**src/rtl/pim_dispatch_ctrl.sv**
```systemverilog
// Chunk-job dispatcher for a pool of PIM units: hands out chunk indices and base
// addresses round-robin to free units and tracks completions until the run drains.
module pim_dispatch_ctrl #(
  parameter int NUM_UNITS    = 4,
  parameter int NUM_CHUNKS   = 256,
  parameter int CHUNK_STRIDE = 2,
  parameter int LEN          = 10,
  localparam int CW          = $clog2(NUM_CHUNKS + 1)
) (
  input  logic                 clk,
  input  logic                 rst,
  input  logic                 start,
  input  logic [CW-1:0]        num_chunks,
  input  logic [NUM_UNITS-1:0] unit_done,
  output logic [NUM_UNITS-1:0] unit_start,
  output logic [CW-1:0]        issue_chunk,
  output logic [LEN-1:0]       issue_addr,
  output logic                 busy,
  output logic                 done,
  output logic                 err
);

  localparam int UW = (NUM_UNITS > 1) ? $clog2(NUM_UNITS) : 1;
  localparam logic [LEN-1:0] STRIDE_L = LEN'(CHUNK_STRIDE);
  localparam logic [CW-1:0]  MAX_CHUNKS = CW'(NUM_CHUNKS);

  typedef enum logic [1:0] {
    S_IDLE,
    S_DISPATCH,
    S_DRAIN,
    S_FIN
  } state_t;

  state_t               state_q, state_d;
  logic [CW-1:0]        total_q, total_d;
  logic [CW-1:0]        issued_q, issued_d;
  logic [CW-1:0]        completed_q, completed_d;
  logic [NUM_UNITS-1:0] busy_mask_q, busy_mask_d;
  logic [UW-1:0]        rr_q, rr_d;
  logic [NUM_UNITS-1:0] unit_start_q, unit_start_d;
  logic [CW-1:0]        issue_chunk_q, issue_chunk_d;
  logic [LEN-1:0]       issue_addr_q, issue_addr_d;
  logic                 err_q, err_d;

  logic [NUM_UNITS-1:0] valid_done;
  logic [CW-1:0]        done_cnt;
  logic                 grant_valid;
  logic [UW-1:0]        grant_idx;
  logic [NUM_UNITS-1:0] grant_vec;
  logic [UW-1:0]        rr_next;
  logic [UW:0]          sum;
  logic [CW-1:0]        total_clamped;

  assign valid_done    = unit_done & busy_mask_q;
  assign total_clamped = (num_chunks > MAX_CHUNKS) ? MAX_CHUNKS : num_chunks;

  always_comb begin
    done_cnt = '0;
    for (int i = 0; i < NUM_UNITS; i++) begin
      done_cnt = done_cnt + CW'(valid_done[i]);
    end
  end

  // Eligibility uses the mask as registered; a unit finishing this cycle waits one more.
  always_comb begin
    grant_valid = 1'b0;
    grant_idx   = '0;
    sum         = '0;
    for (int i = 0; i < NUM_UNITS; i++) begin
      sum = {1'b0, rr_q} + (UW+1)'(i);
      if (sum >= (UW+1)'(NUM_UNITS)) begin
        sum = sum - (UW+1)'(NUM_UNITS);
      end
      if (!grant_valid && !busy_mask_q[sum[UW-1:0]]) begin
        grant_valid = 1'b1;
        grant_idx   = sum[UW-1:0];
      end
    end
  end

  always_comb begin
    grant_vec = '0;
    for (int i = 0; i < NUM_UNITS; i++) begin
      grant_vec[i] = grant_valid && (grant_idx == UW'(i));
    end
  end

  always_comb begin
    if ({1'b0, grant_idx} + (UW+1)'(1) >= (UW+1)'(NUM_UNITS)) begin
      rr_next = '0;
    end else begin
      rr_next = grant_idx + UW'(1);
    end
  end

  always_comb begin
    state_d       = state_q;
    total_d       = total_q;
    issued_d      = issued_q;
    completed_d   = completed_q;
    busy_mask_d   = busy_mask_q;
    rr_d          = rr_q;
    unit_start_d  = '0;
    issue_chunk_d = issue_chunk_q;
    issue_addr_d  = issue_addr_q;
    err_d         = err_q | (|(unit_done & ~busy_mask_q));

    case (state_q)
      S_IDLE: begin
        if (start) begin
          total_d     = total_clamped;
          issued_d    = '0;
          completed_d = '0;
          busy_mask_d = '0;
          err_d       = 1'b0;
          state_d     = (total_clamped == '0) ? S_FIN : S_DISPATCH;
        end
      end
      S_DISPATCH, S_DRAIN: begin
        busy_mask_d = busy_mask_q & ~valid_done;
        completed_d = completed_q + done_cnt;
        if (state_q == S_DISPATCH && grant_valid && issued_q < total_q) begin
          unit_start_d  = grant_vec;
          issue_chunk_d = issued_q;
          issue_addr_d  = LEN'(issued_q) * STRIDE_L;
          busy_mask_d   = busy_mask_d | grant_vec;
          issued_d      = issued_q + CW'(1);
          rr_d          = rr_next;
          if (issued_q + CW'(1) == total_q) begin
            state_d = S_DRAIN;
          end
        end
        // Completion can only catch up with total once every chunk has been issued.
        if (state_q == S_DRAIN && completed_d == total_q) begin
          state_d = S_FIN;
        end
      end
      S_FIN: begin
        state_d = S_IDLE;
      end
      default: begin
        state_d = S_IDLE;
      end
    endcase
  end

  always_ff @(posedge clk or posedge rst) begin
    if (rst) begin
      state_q       <= S_IDLE;
      total_q       <= '0;
      issued_q      <= '0;
      completed_q   <= '0;
      busy_mask_q   <= '0;
      rr_q          <= '0;
      unit_start_q  <= '0;
      issue_chunk_q <= '0;
      issue_addr_q  <= '0;
      err_q         <= 1'b0;
    end else begin
      state_q       <= state_d;
      total_q       <= total_d;
      issued_q      <= issued_d;
      completed_q   <= completed_d;
      busy_mask_q   <= busy_mask_d;
      rr_q          <= rr_d;
      unit_start_q  <= unit_start_d;
      issue_chunk_q <= issue_chunk_d;
      issue_addr_q  <= issue_addr_d;
      err_q         <= err_d;
    end
  end

  assign unit_start  = unit_start_q;
  assign issue_chunk = issue_chunk_q;
  assign issue_addr  = issue_addr_q;
  assign busy        = (state_q != S_IDLE);
  assign done        = (state_q == S_FIN);
  assign err         = err_q;

endmodule

```
**config.mk**
```make
export PLATFORM = sky130hd
export DESIGN_NAME = pim_dispatch_ctrl
export DESIGN_NICKNAME = d
export VERILOG_FILES = /design/src/rtl/pim_dispatch_ctrl.sv
export SDC_FILE = /design/constraint.sdc
export NUM_CORES = 1
export LEC_CHECK = 0
export ABC_CLOCK_PERIOD_IN_PS = 3400
export CAP_MARGIN = 20
export CORE_ASPECT_RATIO = 0.9
export CORE_MARGIN = 3
export CORE_UTILIZATION = 39
export DETAILED_ROUTE_END_ITERATION = 16
export GPL_ROUTABILITY_DRIVEN = 0
export PLACE_DENSITY = 0.64
export REMOVE_ABC_BUFFERS = 1
export SLEW_MARGIN = 20
export SYNTH_ARGS = -nofsm -noshare
export SYNTH_HDL_FRONTEND = slang
export SYNTH_SLANG_ARGS = --single-unit
export TNS_END_PERCENT = 10
```
**constraint.sdc**
```tcl
create_clock -name clk -period 3.4 [get_ports clk]
set_input_delay 0.51 -clock clk [delete_from_list [all_inputs] [get_ports clk]]
set_output_delay 0.51 -clock clk [all_outputs]
set_load 0.05 [all_outputs]
```
==> reports/qor.txt <==
==================================================================================
Status                                                                finished, final reports clean
Initial Utilization                                                         0.4030
Yosys warning count                                                              0
Post-layout worst setup margin                                           0.3554 ns
Hold Crit Endpoint                                                    completed_q[0]
Number of maximum-capacitance constraint violations                              0
Critical path startpoint category                                        flip-flop
Power spent charging and discharging nets                               0.001424 W
Cell taking the most area after synthesis                             sky130_fd_sc_hd__dfrtp_1
Flip-flop cell with the highest count after synthesis                 sky130_fd_sc_hd__dfrtp_1
Category of the critical setup timing path                            flip-flop to flip-flop
TritonCTS clock tree                                                          done
Power share of the clock group                                               0.144
Initial DRT Pass Iterations                                                      4
Vertical extent of the die                                                92.83 um
Core Region                                                             8107 sq um
Path class of the lowest-slack min-delay path                         flip-flop to flip-flop
Worst min-delay path startpoint                                       completed_q[0]
Final clock period utilization by the worst path                            0.8955
Pwr dens                                                              774.4 nW/um^2
Number of antenna violations at the first check in global routing                0
Total Power Consumption                                                 0.003035 W
Maximum number of buffers from clock root to sink                                2
Root buffer cell                                                      sky130_fd_sc_hd__clkbuf_8
H-tree levels                                                                    2
Largest fanout on the critical path                                              4
Sequential cell fraction of total power                                      0.289
FF-to-FF path depth                                                             13
Number of stages on the worst hold path                                          2
Crit. End Element                                                        flip-flop
Total number of vias                                                          2737
Cell count after synthesis                                                     355
Post-synthesis sequential element count                                         49
Internal power summed over all cells                                    0.001612 W
Final antenna diode count                                                        0
Worst endpoint data arrival time                                           3.27 ns
Share of final-layout standard cells stronger than drive strength 1         0.1288
Maximum number of pins on one net before global-route repair                    50
Worst flop-to-flop path endpoint                                        state_q[1]
Leading post-synthesis cells by instance count                        sky130_fd_sc_hd__dfrtp_1 (49), sky130_fd_sc_hd__o21ai_0 (39), sky130_fd_sc_hd__nand2_1 (32)
TritonCTS buffer count                                                           5
Setup Slack @ Placement                                                 -0.4589 ns
Required time worst endpoint                                               3.62 ns
Aggregate global routing overflow                                                0
Number of rows created at floorplan                                             31
Unique cell type count in the Yosys netlist                                     62
Cell area after layout                                                  3920 sq um
Leakage power summed over all cells                                       1.741 nW
Vias in the first global route                                                2699
Remaining number of nets flagged by the antenna check after routing              0
Number of nets at the end of the flow                                          433
Count of flip-flops with a built-in enable after synthesis                       0
Global-route wire length before repair                                    13200 um
Start of the worst register-to-register path                          busy_mask_q[0]
Total global routing track utilization                                      0.1749
Setup total negative slack                                                    0 ns
Area grow syn2layout                                                        19.99%
Least-Margin Pin Slew                                                    0.8781 ns
Number of port buffers                                                          40
Average detailed-routed wire length per instance                          15.88 um
Via-per-instance ratio                                                       5.529
Mean post-synth cell area                                              9.202 sq um
Sw Ratio                                                                    0.4690
Area enclosed by the die boundary                                       9512 sq um
Clock-pin transition on the worst setup and hold timing paths              0.09 ns
FFs w/ async S/R, synth                                                      1.000
Number of sinks handled by clock tree synthesis                                 49
Sequential-to-total area share from yosys stat                              0.3753
Reg2Reg Setup Slack                                                        0.36 ns
Die width                                                                 102.5 um
Top cells by area in the synthesized netlist                          sky130_fd_sc_hd__dfrtp_1 (38%), sky130_fd_sc_hd__ha_1 (7.3%), sky130_fd_sc_hd__o21ai_0 (6.0%)
Most frequent cell after synthesis                                    sky130_fd_sc_hd__dfrtp_1
Worst ir drop on vdd                                                   0.0003780 V
Cell area after placement                                               3751 sq um
Syn Std Cell Area                                                       3267 sq um
Number of fill cells in the layout                                             783
Clock insertion delay at the later pin of the skew report                  0.30 ns
Proportion of netlist area held by the largest area contributor             0.3753
Final Critical Period                                                     3.045 ns
Detailed-route DRC error count                                                   0
Top Ports                                                                       42
Max frequency                                                           0.3284 GHz
Initial drt markers                                                            140
Combinational fraction of design power                                       0.566
Clock Skew                                                             0.005610 ns
Headroom to the max-slew limit                                              0.4139
Final wirelength                                                           7863 um
Final Max Slew Viols                                                             0
Final setup violating endpoints                                                  0
Final-report hold violation count                                                0
Dpl hpwl                                                                   5846 um
RSZ-0062 raised after global routing                                            no
Post-Route Hold Slack                                                    0.4885 ns
CTS Hold Bufs                                                                    0
==================================================================================
==> worst max-delay path: stages (launching register included) <==
cell and delay, ns:
sky130_fd_sc_hd__dfrtp_1 0.38, sky130_fd_sc_hd__nand2_2 0.07, sky130_fd_sc_hd__fa_1 0.54, sky130_fd_sc_hd__fa_2 0.21, sky130_fd_sc_hd__inv_1 0.05, sky130_fd_sc_hd__fa_2 0.37, sky130_fd_sc_hd__buf_6 0.14, sky130_fd_sc_hd__xnor2_1 0.11
sky130_fd_sc_hd__a221oi_1 0.29, sky130_fd_sc_hd__a31oi_1 0.08, sky130_fd_sc_hd__nor3_2 0.23, sky130_fd_sc_hd__o221ai_2 0.15, sky130_fd_sc_hd__a21oi_2 0.16, sky130_fd_sc_hd__mux2i_1 0.19
==> what timing repair did <==
action,CTS,global route
pin swaps,7,10
gates cloned,0,0
buffers inserted,2,0
gates resized for setup,4,6
setup endpoints to repair,2,2
==> layout by cell type, fill, tap and decap left out, types with 2 or more instances in the layout <==
cell / Yosys / routed
sky130_fd_sc_hd__dfrtp_1: 49 / 49
sky130_fd_sc_hd__o21ai_0: 39 / 39
sky130_fd_sc_hd__clkdlybuf4s50_1: 0 / 38
sky130_fd_sc_hd__nand2_1: 32 / 31
sky130_fd_sc_hd__nor2_1: 26 / 26
sky130_fd_sc_hd__inv_1: 27 / 26
sky130_fd_sc_hd__ha_1: 19 / 19
sky130_fd_sc_hd__buf_4: 11 / 14
sky130_fd_sc_hd__xnor2_1: 12 / 12
sky130_fd_sc_hd__a21oi_1: 11 / 10
sky130_fd_sc_hd__nand2b_1: 10 / 10
sky130_fd_sc_hd__mux2_2: 8 / 8
sky130_fd_sc_hd__xor2_1: 8 / 8
sky130_fd_sc_hd__nand3_1: 8 / 7
sky130_fd_sc_hd__clkbuf_8: 0 / 6
sky130_fd_sc_hd__and3_1: 5 / 5
sky130_fd_sc_hd__a22o_1: 4 / 4
sky130_fd_sc_hd__o41ai_1: 4 / 4
sky130_fd_sc_hd__o22ai_1: 4 / 4
sky130_fd_sc_hd__a21o_1: 3 / 3
sky130_fd_sc_hd__nand3b_1: 3 / 3
sky130_fd_sc_hd__o31ai_1: 3 / 3
sky130_fd_sc_hd__a31oi_1: 3 / 3
sky130_fd_sc_hd__nor4_1: 4 / 3
sky130_fd_sc_hd__a211oi_1: 3 / 3
sky130_fd_sc_hd__nor3_1: 4 / 3
sky130_fd_sc_hd__or3_1: 3 / 3
sky130_fd_sc_hd__a211o_1: 2 / 2
sky130_fd_sc_hd__nand3_2: 1 / 2
sky130_fd_sc_hd__nand2_2: 1 / 2
sky130_fd_sc_hd__mux2_1: 2 / 2
sky130_fd_sc_hd__nor2b_1: 2 / 2
sky130_fd_sc_hd__nor3_2: 1 / 2
sky130_fd_sc_hd__a221o_1: 2 / 2
sky130_fd_sc_hd__a2bb2oi_1: 2 / 2
sky130_fd_sc_hd__fa_2: 0 / 2
sky130_fd_sc_hd__dlymetal6s2s_1: 0 / 2
==> cell families (layout without fill, tap and decap cells) <==
family,Yosys count,in the layout,share of synthesized area
AO/OA/AOI/OAI,97,97,0.2015
multiplexers,11,11,0.03753
adder cells (fa/ha/maj),22,22,0.09115
AND/OR/NAND/NOR,105,105,0.1655
buffers and inverters,50,91,0.07430
flip-flops,49,49,0.3753
other,1,1,0.001148
XOR/XNOR,20,20,0.05362
==> per-stage QoR <==
| step | utilization | cells |
|---|---|---|
| after floorplan | - | 333 |
| after global placement | 0.4627 | 485 |
| after detailed placement | 0.4627 | 485 |
| after CTS | 0.4806 | 495 |
| after global routing | 0.4836 | 495 |
| final | 0.4836 | 495 |
==> flip-flops by register name, summed over array words and instances (netlist names) <==
signal / flops
issue_addr: 9
err: 1
issued_q: 9
rr_q: 2
state_q: 2
unit_start: 4
total_q: 9
completed_q: 9
busy_mask_q: 4
==> routing by layer <==
layer | vias to the layer above | global-route usage | wire length (um)
met5 | - | 0 | 0
met2 | 82 | 0.2823 | 3696
met3 | 7 | 0.02711 | 462
met4 | 0 | 0.02951 | 60
met1 | 1333 | 0.2498 | 3643
li1 | 1315 | - | -
==> power groups by stage <==
stage | sequential (W) | clock, W | combinational [W]
floorplan | 0.000982 | 0 | 0.00107
global placement | 0.000880 | 0 | 0.00167
detailed placement | 0.000887 | 0 | 0.00171
CTS | 0.000876 | 0.000449 | 0.00174
global route | 0.000895 | 0.000473 | 0.00193
finish | 0.000878 | 0.000438 | 0.00172
==> final cells by class <==
cell class / count / area [sq um] / share of cell area
timing repair buffer: 55 / 521.8 / 0.1331
sequential: 49 / 1226 / 0.3128
clock inverter: 1 / 30.03 / 0.007660
inverter: 28 / 106.4 / 0.02713
tap: 99 / 123.9 / 0.03160
multi-input combinational: 256 / 1826 / 0.4657
clock buffer: 7 / 86.33 / 0.02202
==> how the worst max path moves through the flow <==
| stage | cells past startpoint | slack [ns] | to | start |
|---|---|---|---|---|
| after floorplan | 12 | 0.27 | state_q[1] | unit_done[0] |
| after global placement | 13 | -0.36 | state_q[1] | unit_done[0] |
| after detailed placement | 13 | -0.46 | state_q[1] | unit_done[0] |
| after CTS | 14 | 0.02 | state_q[1] | unit_done[2] |
| after global routing | 13 | 0.21 | state_q[1] | completed_q[0] |
| final | 13 | 0.36 | state_q[1] | busy_mask_q[0] |
No activity file was read; power rests on OpenSTA's default activity.
